<file path="config.mk">
export PLATFORM = sky130hd
export DESIGN_NAME = piso_serializer
export DESIGN_NICKNAME = d
export VERILOG_FILES = /design/src/rtl/piso_serializer.sv
export SDC_FILE = /design/constraint.sdc
export NUM_CORES = 1
export LEC_CHECK = 0
export ABC_CLOCK_PERIOD_IN_PS = 2120
export CORE_UTILIZATION = 40
export DETAILED_ROUTE_END_ITERATION = 12
export GPL_TIMING_DRIVEN = 0
export SYNTH_ARGS = -nofsm -noshare
export SYNTH_HDL_FRONTEND = slang
export SYNTH_SLANG_ARGS = --single-unit
</file>
<file path="constraint.sdc">
create_clock -name clk -period 2.12 [get_ports clk]
set_input_delay 0.424 -clock clk [delete_from_list [all_inputs] [get_ports clk]]
set_output_delay 0.424 -clock clk [all_outputs]
set_load 0.05 [all_outputs]
</file>
<file path="src/rtl/piso_serializer.sv">
// piso_serializer: parallel-in, serial-out framing transmitter.
//
// Accepts one WIDTH-bit word per din_valid/din_ready handshake and emits a
// frame on sdo: a start marker (1), then the word MSB-first, one bit per clock.
// With PISO_PARITY_EN defined, an even-parity bit follows the LSB. A single-
// cycle done pulse marks the end of each frame, and frame is high while sdo
// carries a start, data or parity bit. Every output comes straight from a flop.
//
// Optional feature macro: PISO_PARITY_EN (undefined by default, no parity).
//
// Parameters:
//   WIDTH      - data word width in bits (WIDTH >= 2)
//   IDLE_LEVEL - level driven on sdo between frames
//
// Ports:
//   clk        in   system clock, rising edge
//   reset      in   asynchronous active-low reset
//   din        in   parallel word, sampled only on the handshake edge
//   din_valid  in   upstream has a word on din
//   din_ready  out  block can accept a word this cycle
//   sdo        out  serial data out
//   frame      out  high while sdo carries a start/data/parity bit
//   done       out  one-cycle pulse at end of frame

module piso_serializer #(
  parameter int unsigned WIDTH      = 8,
  parameter logic        IDLE_LEVEL = 1'b0
) (
  input  logic             clk,
  input  logic             reset,
  input  logic [WIDTH-1:0] din,
  input  logic             din_valid,
  output logic             din_ready,
  output logic             sdo,
  output logic             frame,
  output logic             done
);

  localparam int unsigned     CntW   = $clog2(WIDTH);
  localparam logic [CntW-1:0] CntMax = CntW'(WIDTH - 1);

  typedef enum logic [1:0] {
    StIdle,
    StStart,
`ifdef PISO_PARITY_EN
    StShift,
    StParity
`else
    StShift
`endif
  } state_e;

  state_e           state_q, state_d;
  logic [WIDTH-1:0] shreg_q, shreg_d;
  logic [CntW-1:0]  cnt_q, cnt_d;
  logic             sdo_q, sdo_d;
  logic             frame_q, frame_d;
  logic             done_q, done_d;
  logic             ready_q, ready_d;
`ifdef PISO_PARITY_EN
  logic             parity_q, parity_d;
`endif

  logic handshake;

  // ready_q is low for the first edge after reset, so no word can be taken
  // before the block has announced readiness.
  assign handshake = din_valid & ready_q;

  // Outputs are registered one step ahead: each *_d value is what must be
  // visible after the coming edge, derived from the state being entered.
  always_comb begin
    state_d  = state_q;
    shreg_d  = shreg_q;
    cnt_d    = cnt_q;
    sdo_d    = IDLE_LEVEL;
    frame_d  = 1'b0;
    done_d   = 1'b0;
    ready_d  = 1'b0;
`ifdef PISO_PARITY_EN
    parity_d = parity_q;
`endif

    unique case (state_q)
      StIdle: begin
        ready_d = 1'b1;
        if (handshake) begin
          state_d  = StStart;
          shreg_d  = din;
          cnt_d    = CntMax;
`ifdef PISO_PARITY_EN
          parity_d = ^din;
`endif
          sdo_d    = 1'b1;  // start marker
          frame_d  = 1'b1;
          ready_d  = 1'b0;
        end
      end

      StStart: begin
        // Present the MSB and pre-shift so SHIFT always shows shreg_q MSB next.
        state_d = StShift;
        sdo_d   = shreg_q[WIDTH-1];
        shreg_d = {shreg_q[WIDTH-2:0], 1'b0};
        frame_d = 1'b1;
      end

      StShift: begin
        // cnt_q is the index of the bit currently on sdo.
        if (cnt_q == '0) begin
`ifdef PISO_PARITY_EN
          state_d = StParity;
          sdo_d   = parity_q;
          frame_d = 1'b1;
`else
          state_d = StIdle;
          done_d  = 1'b1;
          ready_d = 1'b1;
`endif
        end else begin
          cnt_d   = cnt_q - CntW'(1);
          sdo_d   = shreg_q[WIDTH-1];
          shreg_d = {shreg_q[WIDTH-2:0], 1'b0};
          frame_d = 1'b1;
        end
      end

`ifdef PISO_PARITY_EN
      StParity: begin
        state_d = StIdle;
        done_d  = 1'b1;
        ready_d = 1'b1;
      end
`endif

      default: begin
        state_d = StIdle;
      end
    endcase
  end

  always_ff @(posedge clk or negedge reset) begin
    if (!reset) begin
      state_q  <= StIdle;
      shreg_q  <= '0;
      cnt_q    <= '0;
      sdo_q    <= IDLE_LEVEL;
      frame_q  <= 1'b0;
      done_q   <= 1'b0;
      ready_q  <= 1'b0;
`ifdef PISO_PARITY_EN
      parity_q <= 1'b0;
`endif
    end else begin
      state_q  <= state_d;
      shreg_q  <= shreg_d;
      cnt_q    <= cnt_d;
      sdo_q    <= sdo_d;
      frame_q  <= frame_d;
      done_q   <= done_d;
      ready_q  <= ready_d;
`ifdef PISO_PARITY_EN
      parity_q <= parity_d;
`endif
    end
  end

  assign sdo       = sdo_q;
  assign frame     = frame_q;
  assign done      = done_q;
  assign din_ready = ready_q;

endmodule

</file>
==> impl_metrics.yaml, run 1 <==
clock_network:
  cts.sinks: 17
  cts_hold_buf: 0
  cts_setup_buffers: 0
  cts_max_level: 1
  path_clk_slew_ns: 0.11
  cts_buffers: 3
  cts_tree: "built"
  cts_root_buffer: "clkbuf_4"
  ctsLongestPathBuffers: 2
  clock_latency_ns: 0.30
  ctsResizeCount: 0
grt:
  grt_pass1_wl_mm: 2.53
  grt_max_degree: 18
  grt_pass1_vias: 574
  grt_use_total_pct: 14.1
  grt.overflow.total: 0
  antenna_found_initial: 0
floorplanning:
  initial_core_util_pct: 44.1
  core-area_um2: 2020
  die_area_um2: 2420
  fp.dieH_um: 49.2
  die_x_um: 49.2
  io_pins: 15
  rows: 16
detailed_routing:
  wl_per_cell_um: 11.9
  dr_wl_met2_um: 677
  wl_met1_um: 646
  drtIter0Drc: 12
  highest_layer: "met3"
  drc: 0
  dr_total_vias: 587
  ant_nets: 0
  wl_met3_um: 74
  drt-total-wl_mm: 1.40
  avgViaCountPerCell: 4.97
  dr.pass1.iters: 3
setup_path:
  arrival_ns: 1.56
  crit_fanout: 4
  max_stage_delay_ns: 0.83
  critPathRequiredTime_ns: 1.70
  worstSetupEndpointType: "primary output"
  crit_family: "buffers and inverters"
  crit_type: "flip-flop to primary output"
  path_buf_inv: 1
  critPathSlowestCell: "clkdlybuf4s50_1"
  crit_chain: "clkdlybuf4s50_1"
  critPathLaunchType: "flip-flop"
sta:
  fmax_mhz: 505
  fin_crit_sh_pct: 93.5
  rsz0062_at_grt: "no"
  relSlewSlack_pct: 50.4
  drv_slew: 0
  fin_ws_ns: 0.138
  finalHoldViolCount: 0
  fin_skew_ns: 0.0131
  worst_slew_pin_slew_ns: 0.741
  fin_crit_ns: 1.98
  finalSetupTns_ns: 0
  setup_viol: 0
run:
  drv_cap: 0
finish:
  final_nets: 109
  drive_above_1_share_pct: 28.6
  layout_common_cells: "dfrtp_1, mux2_2, clkdlybuf4s50_1"
  fillers: 171
  area_growth_syn_to_layout_pct: 22.9
  num_antenna_cells: 0
  final_common_cell: "dfrtp_1"
logic_synthesis:
  synthCells: 73
  ys_dominant_reg_cell: "dfrtp_1"
  syn-cell-area_um2: 891
  synth_area_leader_cell: "dfrtp_1"
  synth_seq_cells: 17
  synth_enable_flop_cells: 0
  synth_nets: 90
  seq_area_frac_synth_pct: 47.8
  postSynth.asyncResetShare_pct: 100
  synth_top_area_share_pct: 47.8
  syn_avg_cell_area_um2: 12.2
  yosysWarnings: 0
  synth_area_leaders: "dfrtp_1, mux2_2, ha_1, a21boi_4, inv_1"
  synth_cell_type_count: 23
worst_hold_path:
  hp-class: "flip-flop to flip-flop"
placement:
  hpwl_mm: 1.04
  preCtsSetupSlack_ns: 0.0742
  gp_congestion: 0.698
  place.port_buffers: 14
power:
  ir_worst_vdd_v: 0.000724
  p_per_area_nw_per_um2: 1440
  power.leakage_nw: 0.482
status:
  outcome: "complete, no violations"
-- synthesized netlist by cell type, types with 2 or more instances --
cell type	number
mux2_2	16
nor2_1	4
a21oi_1	2
inv_1	5
o21ai_0	3
ha_1	6
dfrtp_1	17
nand2_1	4
nand3_1	2
-- cells by family after synthesis --
group,Yosys count,share of synthesized area [%]
fa+ha+maj,6,8.43
buf+inv,6,2.53
simple gates,17,11.0
flops,17,47.8
mux,16,20.2
compound gates,11,10.1
-- state kept, by name, summed over array words and instances, names as in the netlist --
signal     cells
shreg_q        8
frame          1
state_q        2
din_ready      1
cnt_q          3
done           1
sdo            1
-- per-layer routing --
layer,vias to the layer above,GRT usage [%]
li1,297,-
met1,276,18.5
met2,14,21.2
met3,0,6.54
met4,0,2.94
met5,-,0
-- metrics by stage --
| stage | std cells | hold WS [ns] | util, % | area, µm² | total power [W] |
|---|---|---|---|---|---|
| after floorplan | 73 | 0.128 | - | 891 | 0.00121 |
| after global placement | 114 | 0.488 | 52.7 | 1060 | 0.00140 |
| after detailed placement | 114 | 0.492 | 52.7 | 1060 | 0.00141 |
| after CTS | 118 | 0.522 | 54.1 | 1090 | 0.00159 |
| after global routing | 118 | 0.527 | 54.1 | 1090 | 0.00170 |
| final | 118 | 0.514 | 54.1 | 1090 | 0.00157 |
-- area by class of cell --
| type | instances | area (µm²) | share of cell area [%] |
|---|---|---|---|
| multi-input cells | 50 | 443 | 40.5 |
| plain buffers | 1 | 3.75 | 0.343 |
| repair buffers | 14 | 140 | 12.8 |
| clock buffers | 3 | 22.5 | 2.06 |
| inverters | 5 | 18.8 | 1.71 |
| clock inverters | 1 | 7.51 | 0.686 |
| flip-flops and latches | 17 | 425 | 38.9 |
| well taps | 27 | 33.8 | 3.09 |
-- path summary, 6_finish.rpt --
check	from	to	slack [ns]	depth (start not counted)
max in group asynchronous	reset	state_q[0]$_DFFE_PN0P_	1.09	1
min in group asynchronous	reset	cnt_q[0]$_DFFE_PN0P_	0.55	1
setup reg to reg	cnt_q[0]$_DFFE_PN0P_	shreg_q[1]$_DFFE_PN0P_	0.16	6
setup / recovery	din_ready$_DFF_PN0_	din_ready	0.14	1
hold reg to reg	shreg_q[4]$_DFFE_PN0P_	shreg_q[4]$_DFFE_PN0P_	0.51	1
hold / removal	shreg_q[4]$_DFFE_PN0P_	shreg_q[4]$_DFFE_PN0P_	0.51	1
-- power breakdown --
| group | internal, W | switching (W) |
|---|---|---|
| combinational | 0.000439 | 0.000409 |
| clock | 0.0000719 | 0.000112 |
| sequential | 0.000466 | 0.0000743 |
| total | 0.000977 | 0.000596 |
(Power assumes the default switching activity.)
==> run 2: changes to the inputs <==
CTS_BUF_LIST = sky130_fd_sc_hd__clkbuf_2 sky130_fd_sc_hd__clkbuf_4 sky130_fd_sc_hd__clkbuf_8   (was unset)
==> results of run 2 <==
Same layout as run 1: the final DEF is identical, and so are final timing and power.
